--- src/rtl/reset_seq_if.sv ---
// Bundle of the reset sequencer's lock/soft-reset inputs and its sequenced outputs.
// The master side drives the lock and request lines; the slave side is the sequencer.
interface reset_seq_if #(
  parameter int NUM_RST = 4
);
  logic               pll_locked;
  logic               soft_rst_req;
  logic [NUM_RST-1:0] rst_n_out;
  logic               seq_done;

  modport master (
    output pll_locked,
    output soft_rst_req,
    input  rst_n_out,
    input  seq_done
  );

  modport slave (
    input  pll_locked,
    input  soft_rst_req,
    output rst_n_out,
    output seq_done
  );
endinterface

--- src/rtl/reset_seq.sv ---
// Reset sequencer: waits for a filtered PLL lock, then releases NUM_RST active-low
// resets one at a time (bit 0 first) with GAP_CYCLES between releases. Lock loss
// drops everything and restarts from lock filtering; a soft reset request holds all
// outputs low for HOLD_CYCLES and then re-sequences.
// Optional feature: define RESET_SEQ_LOCK_CNT_EN to add the saturating 8-bit
// lock_loss_cnt output counting lock-loss aborts.
module reset_seq #(
  parameter int NUM_RST     = 4,
  parameter int CNT_W       = 16,
  parameter int LOCK_FILTER = 8,
  parameter int GAP_CYCLES  = 16,
  parameter int HOLD_CYCLES = 32
) (
  input  logic        tx_clk,
  input  logic        reset_n_in,
  reset_seq_if.slave  bus
`ifdef RESET_SEQ_LOCK_CNT_EN
  ,
  output logic [7:0]  lock_loss_cnt
`endif
);

  localparam int IDX_W = (NUM_RST > 1) ? $clog2(NUM_RST) : 1;

  localparam logic [CNT_W-1:0] LOCK_LAST = CNT_W'(LOCK_FILTER - 1);
  localparam logic [CNT_W-1:0] GAP_LAST  = CNT_W'(GAP_CYCLES - 1);
  localparam logic [CNT_W-1:0] HOLD_LAST = CNT_W'(HOLD_CYCLES - 1);
  localparam logic [IDX_W-1:0] IDX_LAST  = IDX_W'(NUM_RST - 1);

  typedef enum logic [1:0] {
    WAIT_LOCK = 2'd0,
    RELEASE   = 2'd1,
    DONE      = 2'd2,
    HOLD      = 2'd3
  } state_t;

  state_t             state_r;
  logic [CNT_W-1:0]   cnt_r;
  logic [IDX_W-1:0]   idx_r;
  logic [NUM_RST-1:0] rst_n_r;
  logic               seq_done_r;
  logic [1:0]         lock_sync_r;
  logic               lock_s;

  assign lock_s = lock_sync_r[1];

  // Two-flop synchroniser bringing the asynchronous PLL lock into tx_clk.
  always_ff @(posedge tx_clk or negedge reset_n_in) begin
    if (!reset_n_in) begin
      lock_sync_r <= 2'b00;
    end else begin
      lock_sync_r <= {lock_sync_r[0], bus.pll_locked};
    end
  end

  // Sequencer FSM: lock loss beats soft reset, which beats the counter events.
  always_ff @(posedge tx_clk or negedge reset_n_in) begin
    if (!reset_n_in) begin
      state_r    <= WAIT_LOCK;
      cnt_r      <= {CNT_W{1'b0}};
      idx_r      <= {IDX_W{1'b0}};
      rst_n_r    <= {NUM_RST{1'b0}};
      seq_done_r <= 1'b0;
    end else if ((state_r != WAIT_LOCK) && !lock_s) begin
      state_r    <= WAIT_LOCK;
      cnt_r      <= {CNT_W{1'b0}};
      idx_r      <= {IDX_W{1'b0}};
      rst_n_r    <= {NUM_RST{1'b0}};
      seq_done_r <= 1'b0;
    end else if (bus.soft_rst_req && ((state_r == RELEASE) || (state_r == DONE))) begin
      state_r    <= HOLD;
      cnt_r      <= {CNT_W{1'b0}};
      rst_n_r    <= {NUM_RST{1'b0}};
      seq_done_r <= 1'b0;
    end else begin
      case (state_r)
        WAIT_LOCK: begin
          // The filter count restarts whenever the synchronised lock dips.
          if (!lock_s) begin
            cnt_r <= {CNT_W{1'b0}};
          end else if (cnt_r == LOCK_LAST) begin
            state_r <= RELEASE;
            cnt_r   <= {CNT_W{1'b0}};
            idx_r   <= {IDX_W{1'b0}};
          end else begin
            cnt_r <= cnt_r + CNT_W'(1);
          end
        end
        RELEASE: begin
          if (cnt_r == GAP_LAST) begin
            for (int i = 0; i < NUM_RST; i++) begin
              if (idx_r == IDX_W'(i)) begin
                rst_n_r[i] <= 1'b1;
              end
            end
            cnt_r <= {CNT_W{1'b0}};
            idx_r <= idx_r + IDX_W'(1);
            if (idx_r == IDX_LAST) begin
              state_r    <= DONE;
              seq_done_r <= 1'b1;
            end
          end else begin
            cnt_r <= cnt_r + CNT_W'(1);
          end
        end
        DONE: begin
          seq_done_r <= 1'b1;
        end
        HOLD: begin
          if (cnt_r == HOLD_LAST) begin
            state_r <= RELEASE;
            cnt_r   <= {CNT_W{1'b0}};
            idx_r   <= {IDX_W{1'b0}};
          end else begin
            cnt_r <= cnt_r + CNT_W'(1);
          end
        end
        default: begin
          state_r    <= WAIT_LOCK;
          cnt_r      <= {CNT_W{1'b0}};
          idx_r      <= {IDX_W{1'b0}};
          rst_n_r    <= {NUM_RST{1'b0}};
          seq_done_r <= 1'b0;
        end
      endcase
    end
  end

  assign bus.rst_n_out = rst_n_r;
  assign bus.seq_done  = seq_done_r;

`ifdef RESET_SEQ_LOCK_CNT_EN
  logic [7:0] lock_loss_cnt_r;

  // Saturating count of sequences aborted by lock loss; only reset_n_in clears it.
  always_ff @(posedge tx_clk or negedge reset_n_in) begin
    if (!reset_n_in) begin
      lock_loss_cnt_r <= 8'd0;
    end else if ((state_r != WAIT_LOCK) && !lock_s && (lock_loss_cnt_r != 8'd255)) begin
      lock_loss_cnt_r <= lock_loss_cnt_r + 8'd1;
    end
  end

  assign lock_loss_cnt = lock_loss_cnt_r;
`endif

endmodule
--- src/flat_wrapper.sv ---
// flat-port wrapper written by rule: the top's interface ports become plain ports
module reset_seq_flat 
#(
  parameter int NUM_RST     = 4,
  parameter int CNT_W       = 16,
  parameter int LOCK_FILTER = 8,
  parameter int GAP_CYCLES  = 16,
  parameter int HOLD_CYCLES = 32
)
  (tx_clk, reset_n_in, bus_pll_locked, bus_soft_rst_req, bus_rst_n_out, bus_seq_done);
  reset_seq_if #(.NUM_RST(NUM_RST)) bus_i ();
  input  logic tx_clk;
  input  logic reset_n_in;
  input wire logic [$bits(bus_i.pll_locked)-1:0] bus_pll_locked;
  input wire logic [$bits(bus_i.soft_rst_req)-1:0] bus_soft_rst_req;
  output wire logic [$bits(bus_i.rst_n_out)-1:0] bus_rst_n_out;
  output wire logic [$bits(bus_i.seq_done)-1:0] bus_seq_done;
  assign bus_i.pll_locked = bus_pll_locked;
  assign bus_i.soft_rst_req = bus_soft_rst_req;
  assign bus_rst_n_out = bus_i.rst_n_out;
  assign bus_seq_done = bus_i.seq_done;
  reset_seq #(.NUM_RST(NUM_RST), .CNT_W(CNT_W), .LOCK_FILTER(LOCK_FILTER), .GAP_CYCLES(GAP_CYCLES), .HOLD_CYCLES(HOLD_CYCLES)) u_core (.tx_clk(tx_clk), .reset_n_in(reset_n_in), .bus(bus_i));
endmodule
--- config.mk ---
export PLATFORM = sky130hd
export DESIGN_NAME = reset_seq_flat
export DESIGN_NICKNAME = d
export VERILOG_FILES = /design/src/rtl/reset_seq_if.sv /design/src/rtl/reset_seq.sv /design/src/flat_wrapper.sv
export SDC_FILE = /design/constraint.sdc
export NUM_CORES = 1
export LEC_CHECK = 0
export CAP_MARGIN = 20
export CORE_MARGIN = 10
export CORE_UTILIZATION = 50
export DETAILED_ROUTE_END_ITERATION = 10
export HOLD_SLACK_MARGIN = 0.08
export PLACE_DENSITY = 0.72
export SLEW_MARGIN = 0
export SYNTH_ARGS = -nofsm -noshare
export SYNTH_HDL_FRONTEND = slang
export SYNTH_SLANG_ARGS = --single-unit
export TNS_END_PERCENT = 100
--- constraint.sdc ---
create_clock -name tx_clk -period 2.1 [get_ports tx_clk]
set_input_delay 0.315 -clock tx_clk [delete_from_list [all_inputs] [get_ports tx_clk]]
set_output_delay 0.315 -clock tx_clk [all_outputs]
set_load 0.005 [all_outputs]
## Yosys cells after proc, flatten, opt, wreduce, memory -nomap -nowiden

Index checks and enable logic that the tools add are counted.

| cells by class | value |
|---|---|
| $add $sub $neg | 2 |
| equality and inequality tests | 19 |
| multiplexer cells | 34 |
| reductions and logical operators | 23 |

Operators by type and width:

| kind | number |
|---|---|
| 16-bit 2-to-1 mux | 6 |
| 16-bit one-hot mux with 3 select lines | 1 |
| 2-bit 2-to-1 mux | 13 |
| 3-bit nonzero test | 6 |
| 16-bit by 1-bit adder with 16-bit output, second input constant | 1 |
| 16-bit by 3-bit equality test with 1-bit output, second input constant | 1 |
| 16-bit by 4-bit equality test with 1-bit output, second input constant | 1 |
| 16-bit by 5-bit equality test with 1-bit output, second input constant | 1 |
| 4-bit 2-to-1 mux | 4 |
| 3-bit AND reduction | 5 |
| 4-bit by 1-bit inequality test with 1-bit output, second input constant | 3 |
| 2-bit one-hot mux with 3 select lines | 2 |
| 6-bit AND reduction | 2 |
| 3-bit by 1-bit inequality test with 1-bit output, second input constant | 3 |
| 2-bit equality test, second input constant | 4 |
| 4-bit by 3-bit inequality test with 1-bit output, second input constant | 2 |
| 4-bit nonzero test | 2 |
| 1-bit 2-to-1 mux | 7 |
| 5-bit nonzero test | 1 |
| 2-bit by 1-bit equality test with 1-bit output, second input constant | 2 |
| 2-bit logical NOT | 2 |
| 3-bit by 2-bit inequality test with 1-bit output, second input constant | 1 |
| 2-bit by 1-bit adder with 2-bit output, second input constant | 1 |
| 1-bit logical AND | 2 |
| other kinds (5) | 5 |

| word-level totals | value |
|---|---|
| bits in registers | 27 |
| input bits | 4 |
| output and inout port bits | 5 |
| logic and storage cells | 87 |

## Logic depth before layout (Yosys ltp)

| depth | value |
|---|---|
| depth after elaboration | 6 |
| depth in mapped cells | 8 |

## Worst setup path before layout

No wires, ideal clock.

| timing path | value |
|---|---|
| path kind | flip-flop to flip-flop |
| start point | reg u_core.state_r[1] |
| end point | reg u_core.state_r[1] |
| data arrival time | 2.118 ns |
| required time | 1.989 ns |
| path slack | -0.129 ns |
| cell stages (with the launch flop) | 9 |
| buffers on the path | 1 |
| clock period less this slack | 2.229 ns |
| cell sequence | dfrtp_1 -> inv_1 -> ha_1 -> or3b_1 -> or2_1 -> buf_6 -> o21ai_4 -> and4b_1 -> a2111oi_2 |

| on the way | value |
|---|---|
| word-level cells in the longest chain between the ends | 5 |
| elaborated cells on any way between the ends | 18 |

RTL lines:

| what | RTL line | RTL |
|---|---|---|
| from (decl) | reset_seq.sv:37 | `state_t state_r;` |
| from (signal assigned) | reset_seq.sv:59 | `state_r <= WAIT_LOCK;` |
| from (signal assigned) | reset_seq.sv:65 | `state_r <= WAIT_LOCK;` |
| from (signal assigned) | reset_seq.sv:71 | `state_r <= HOLD;` |
| 2-bit by 1-bit equality test with 1-bit output or 2-bit equality test (tied branches) | reset_seq.sv:70, reset_seq.sv:76 |  |
| 1-bit logical OR | reset_seq.sv:70 | `end else if (bus.soft_rst_req && ((state_r == RELEASE) \|\| (state_r == DONE))) begin` |
| 1-bit logical AND | reset_seq.sv:70 |  |
| 4-bit by 1-bit inequality test with 1-bit output (no source line) (tied with other cells) | -- |  |
| 6-bit AND reduction (no source line) or 2-bit 2-to-1 mux (tied branches) | -- |  |

Several ways; a longest one is shown, not always the timed one.
A chain may end at the register's enable or synchronous reset.

## Worst setup path in the final report

| timing path | value |
|---|---|
| start point | reg u_core.state_r[0] |
| end point | reg u_core.state_r[1] |

Same word-level chain as after synthesis.

==> results.py <==
metrics = {
    "routing": {
        "routedWlPerCell_um": 14.9,
        "drtAntennaViolNets": 0,
        "drcViolationCount": 0,
        "viasPerCell": 5.83,
        "wl_um": 3630,
        "drt_pass1_iterations": 4,
        "drtIter0Drc": 155,
        "vias": 1417,
    },
    "synthesis": {
        "synth_top_area_cell": "dfrtp_1",
        "synth.yosys.seq_area_share_pct": 42.0,
        "synthTopCellsByArea": "dfrtp_1 42%, ha_1 7.0%, a21oi_1 6.5%, xnor2_1 4.9%, nand2_1 3.7%",
        "yosysTopAreaCellShare_pct": 42.0,
        "synth.most_common_cell": "dfrtp_1",
        "syn_nets": 183,
        "ys_top_cells_by_count": "27 x dfrtp_1, 21 x a21oi_1, 16 x nand2_1",
        "synth_cell_types": 41,
        "yosysWarnings": 0,
        "synthArstFlopShare_pct": 100,
        "syn_inst": 170,
        "synth_seq_cells": 27,
        "syn_avg_cell_area_um2": 9.46,
        "ys.flop_type": "dfrtp_1",
        "synth_enable_flop_cells": 0,
        "netlist_area_um2": 1610,
    },
    "worst_setup_path": {
        "r2r_end": "u_core.state_r[1]$_DFFE_PN0P_",
        "slowest_stage": "dfrtp_1",
        "endpoint_kind": "flip-flop",
        "reg2reg_depth": 7,
        "cp.arrival_ns": 2.23,
        "cp_max_fo": 8,
        "required_ns": 2.33,
        "critPathMaxStageDelay_ns": 0.41,
        "rrSetupSlack_ns": 0.10,
        "crit_path_start_kind": "flip-flop",
        "rr_startpoint": "u_core.state_r[0]$_DFFE_PN0P_",
        "path_class": "reg -> reg",
        "path_cells": "inv_2 > ha_4 > or3b_4 > or2_4 > o21ai_4 > and4b_1 > a2111oi_2",
    },
    "timing": {
        "clock.fmax_mhz": 501,
        "post-route-period-util_pct": 95.0,
        "tightest_slew_ns": 0.489,
        "rsz0062_at_grt": "true",
        "post-route-min-period_ns": 2.00,
        "holdWs_ns": 0.345,
        "setup_slack_ns": 0.104,
        "setup_violations": 0,
        "max_slew_margin_pct": 67.2,
        "finClkSkew_ns": 0.00274,
        "slew_viol_final": 0,
        "hold_viol_final": 0,
    },
    "placed_design": {
        "place_ws_ns": -0.0329,
        "dpl.hpwl_um": 2690,
        "place_area_um2": 1880,
        "place_inst": 238,
        "gp_congestion": 0.896,
        "io_buffers": 8,
    },
    "die": {
        "die_x_um": 76.7,
        "ios": 9,
        "row_count": 20,
        "core_area_um2": 3080,
        "die_h_um": 76.7,
        "initial_utilization_pct": 52.2,
        "dieArea_um2": 5880,
    },
    "power_and_ir_drop": {
        "powerDensity_nw_per_um2": 1030,
        "p_total_w": 0.00201,
        "ir_drop_mv": 0.570,
        "leakagePower_nw": 0.793,
    },
    "global_routing": {
        "grt_usage_pct": 12.5,
        "use_met3_pct": 1.63,
        "grt_overflow_total": 0,
        "grt_pass1_vias": 1418,
        "grtUsageMet2_pct": 21.0,
        "grt_max_degree": 28,
        "antenna_found_initial": 0,
        "grt_busiest_layer": "met2",
        "grt_pass1_wl_um": 6360,
        "use_met1_pct": 16.2,
    },
    "clock_network": {
        "ctsHtreeMaxLevel": 1,
        "cts_root_buf": "clkbuf_4",
        "numCtsBuffers": 3,
        "cts_sinks": 27,
        "cts_hold_buf": 0,
        "cts.path.max_buffers": 2,
        "clk_transition_reported_paths_ns": 0.15,
        "cts_tree": "yes",
        "worstSkewPairLatency_ns": 0.33,
    },
    "outcome": {
        "status": "finished clean",
    },
    "final_layout": {
        "regArea_um2": 676,
        "drive_gt1_share_pct": 19.6,
        "fin_nets": 213,
        "syn_to_final_growth_pct": 20.7,
        "fillers": 273,
        "multi_input_area_um2": 912,
        "final_cells": 243,
        "diodes": 0,
        "stdcell_area_um2": 1940,
    },
    "min_path": {
        "hold_class": "in -> async",
    },
    "flow_run": {
        "drv_cap": 0,
    },
}
[critical path: cells and delay by family (launching register included)]
kind,cells,cell delay [ns]
AOI/OAI and AO/OA,2,0.27
DFF,1,0.41
buffers and inverters,1,0.07
adders and majority gates,1,0.26
and+or+nand+nor,3,0.89
[layout by cell type, fill, tap and decap left out, drive strengths merged, types with 7 or more instances in the layout]
| cell | synthesis | routed |
|---|---|---|
| dfrtp | 27 | 27 |
| a21oi | 21 | 21 |
| buf | 2 | 20 |
| nand2 | 16 | 16 |
| nor2 | 10 | 10 |
| inv | 10 | 10 |
| o21ai | 10 | 10 |
| xnor2 | 9 | 9 |
| ha | 9 | 9 |
| clkdlybuf4s50 | 0 | 8 |
| nand3 | 7 | 7 |
[area by class of cell]
type	instances	area share [%]
multi-input combinational	130	47.0
clock buffer	3	1.16
inverter	10	1.93
timing repair buffer	28	11.9
clock inverter	1	0.387
sequential	27	34.8
tap	44	2.84
[power by group]
group	switching, W	internal [W]	total [W]
logic	0.000623	0.000521	0.00114
clock network	0.000160	0.0000728	0.000233
registers	0.0000514	0.000578	0.000629
total	0.000835	0.00117	0.00201
[state kept, by name, summed over array words and instances (netlist names)]
register              count
u_core.idx_r              2
u_core.cnt_r             16
u_core.bus.rst_n_out      4
u_core.lock_sync_r        2
u_core.state_r            2
u_core.bus.seq_done       1
[stage by stage]
step / TNS, ns / util, %
4_1_cts: 0 / 62.2
2_1_floorplan: 0 / -
5_1_grt: -0.0675 / 63.0
6_report: 0 / 63.0
3_5_place_dp: -0.0422 / 61.1
3_3_place_gp: 0 / 61.1
[cell families after synthesis]
family          share of synthesized area (%)
simple gates                             23.4
compound gates                           18.0
flops                                    42.0
buf+inv                                  3.58
fa+ha+maj                                7.00
xor+xnor                                 5.99
[what timing repair did]
item                       4_1_cts  5_1_grt
setup endpoints to repair        1       14
gates resized for setup          1        6
setup buffers                    0        1
[worst max-delay path by stage]
| stage | from | endpoint | slack (ns) | depth (start not counted) |
|---|---|---|---|---|
| finish | u_core.state_r[0]$_DFFE_PN0P_ | u_core.state_r[1]$_DFFE_PN0P_ | 0.10 | 7 |
| global route | u_core.state_r[0]$_DFFE_PN0P_ | u_core.cnt_r[13]$_DFFE_PN0N_ | -0.02 | 9 |
| CTS | u_core.cnt_r[0]$_DFFE_PN0N_ | u_core.cnt_r[2]$_DFFE_PN0N_ | 0.05 | 7 |
| detailed placement | bus_soft_rst_req | u_core.state_r[1]$_DFFE_PN0P_ | -0.03 | 6 |
| global placement | bus_soft_rst_req | u_core.state_r[1]$_DFFE_PN0P_ | 0.04 | 6 |
| floorplan | u_core.state_r[1]$_DFFE_PN0P_ | u_core.state_r[1]$_DFFE_PN0P_ | 0.01 | 8 |
[layer usage]
metal | share of wire [%] | vias up
met4 | 0.36 | 0
met3 | 4.5 | 2
met2 | 49 | 32
met1 | 46 | 697
met5 | 0 | -
li1 | - | 686
Power figures use the tool's default switching activity.
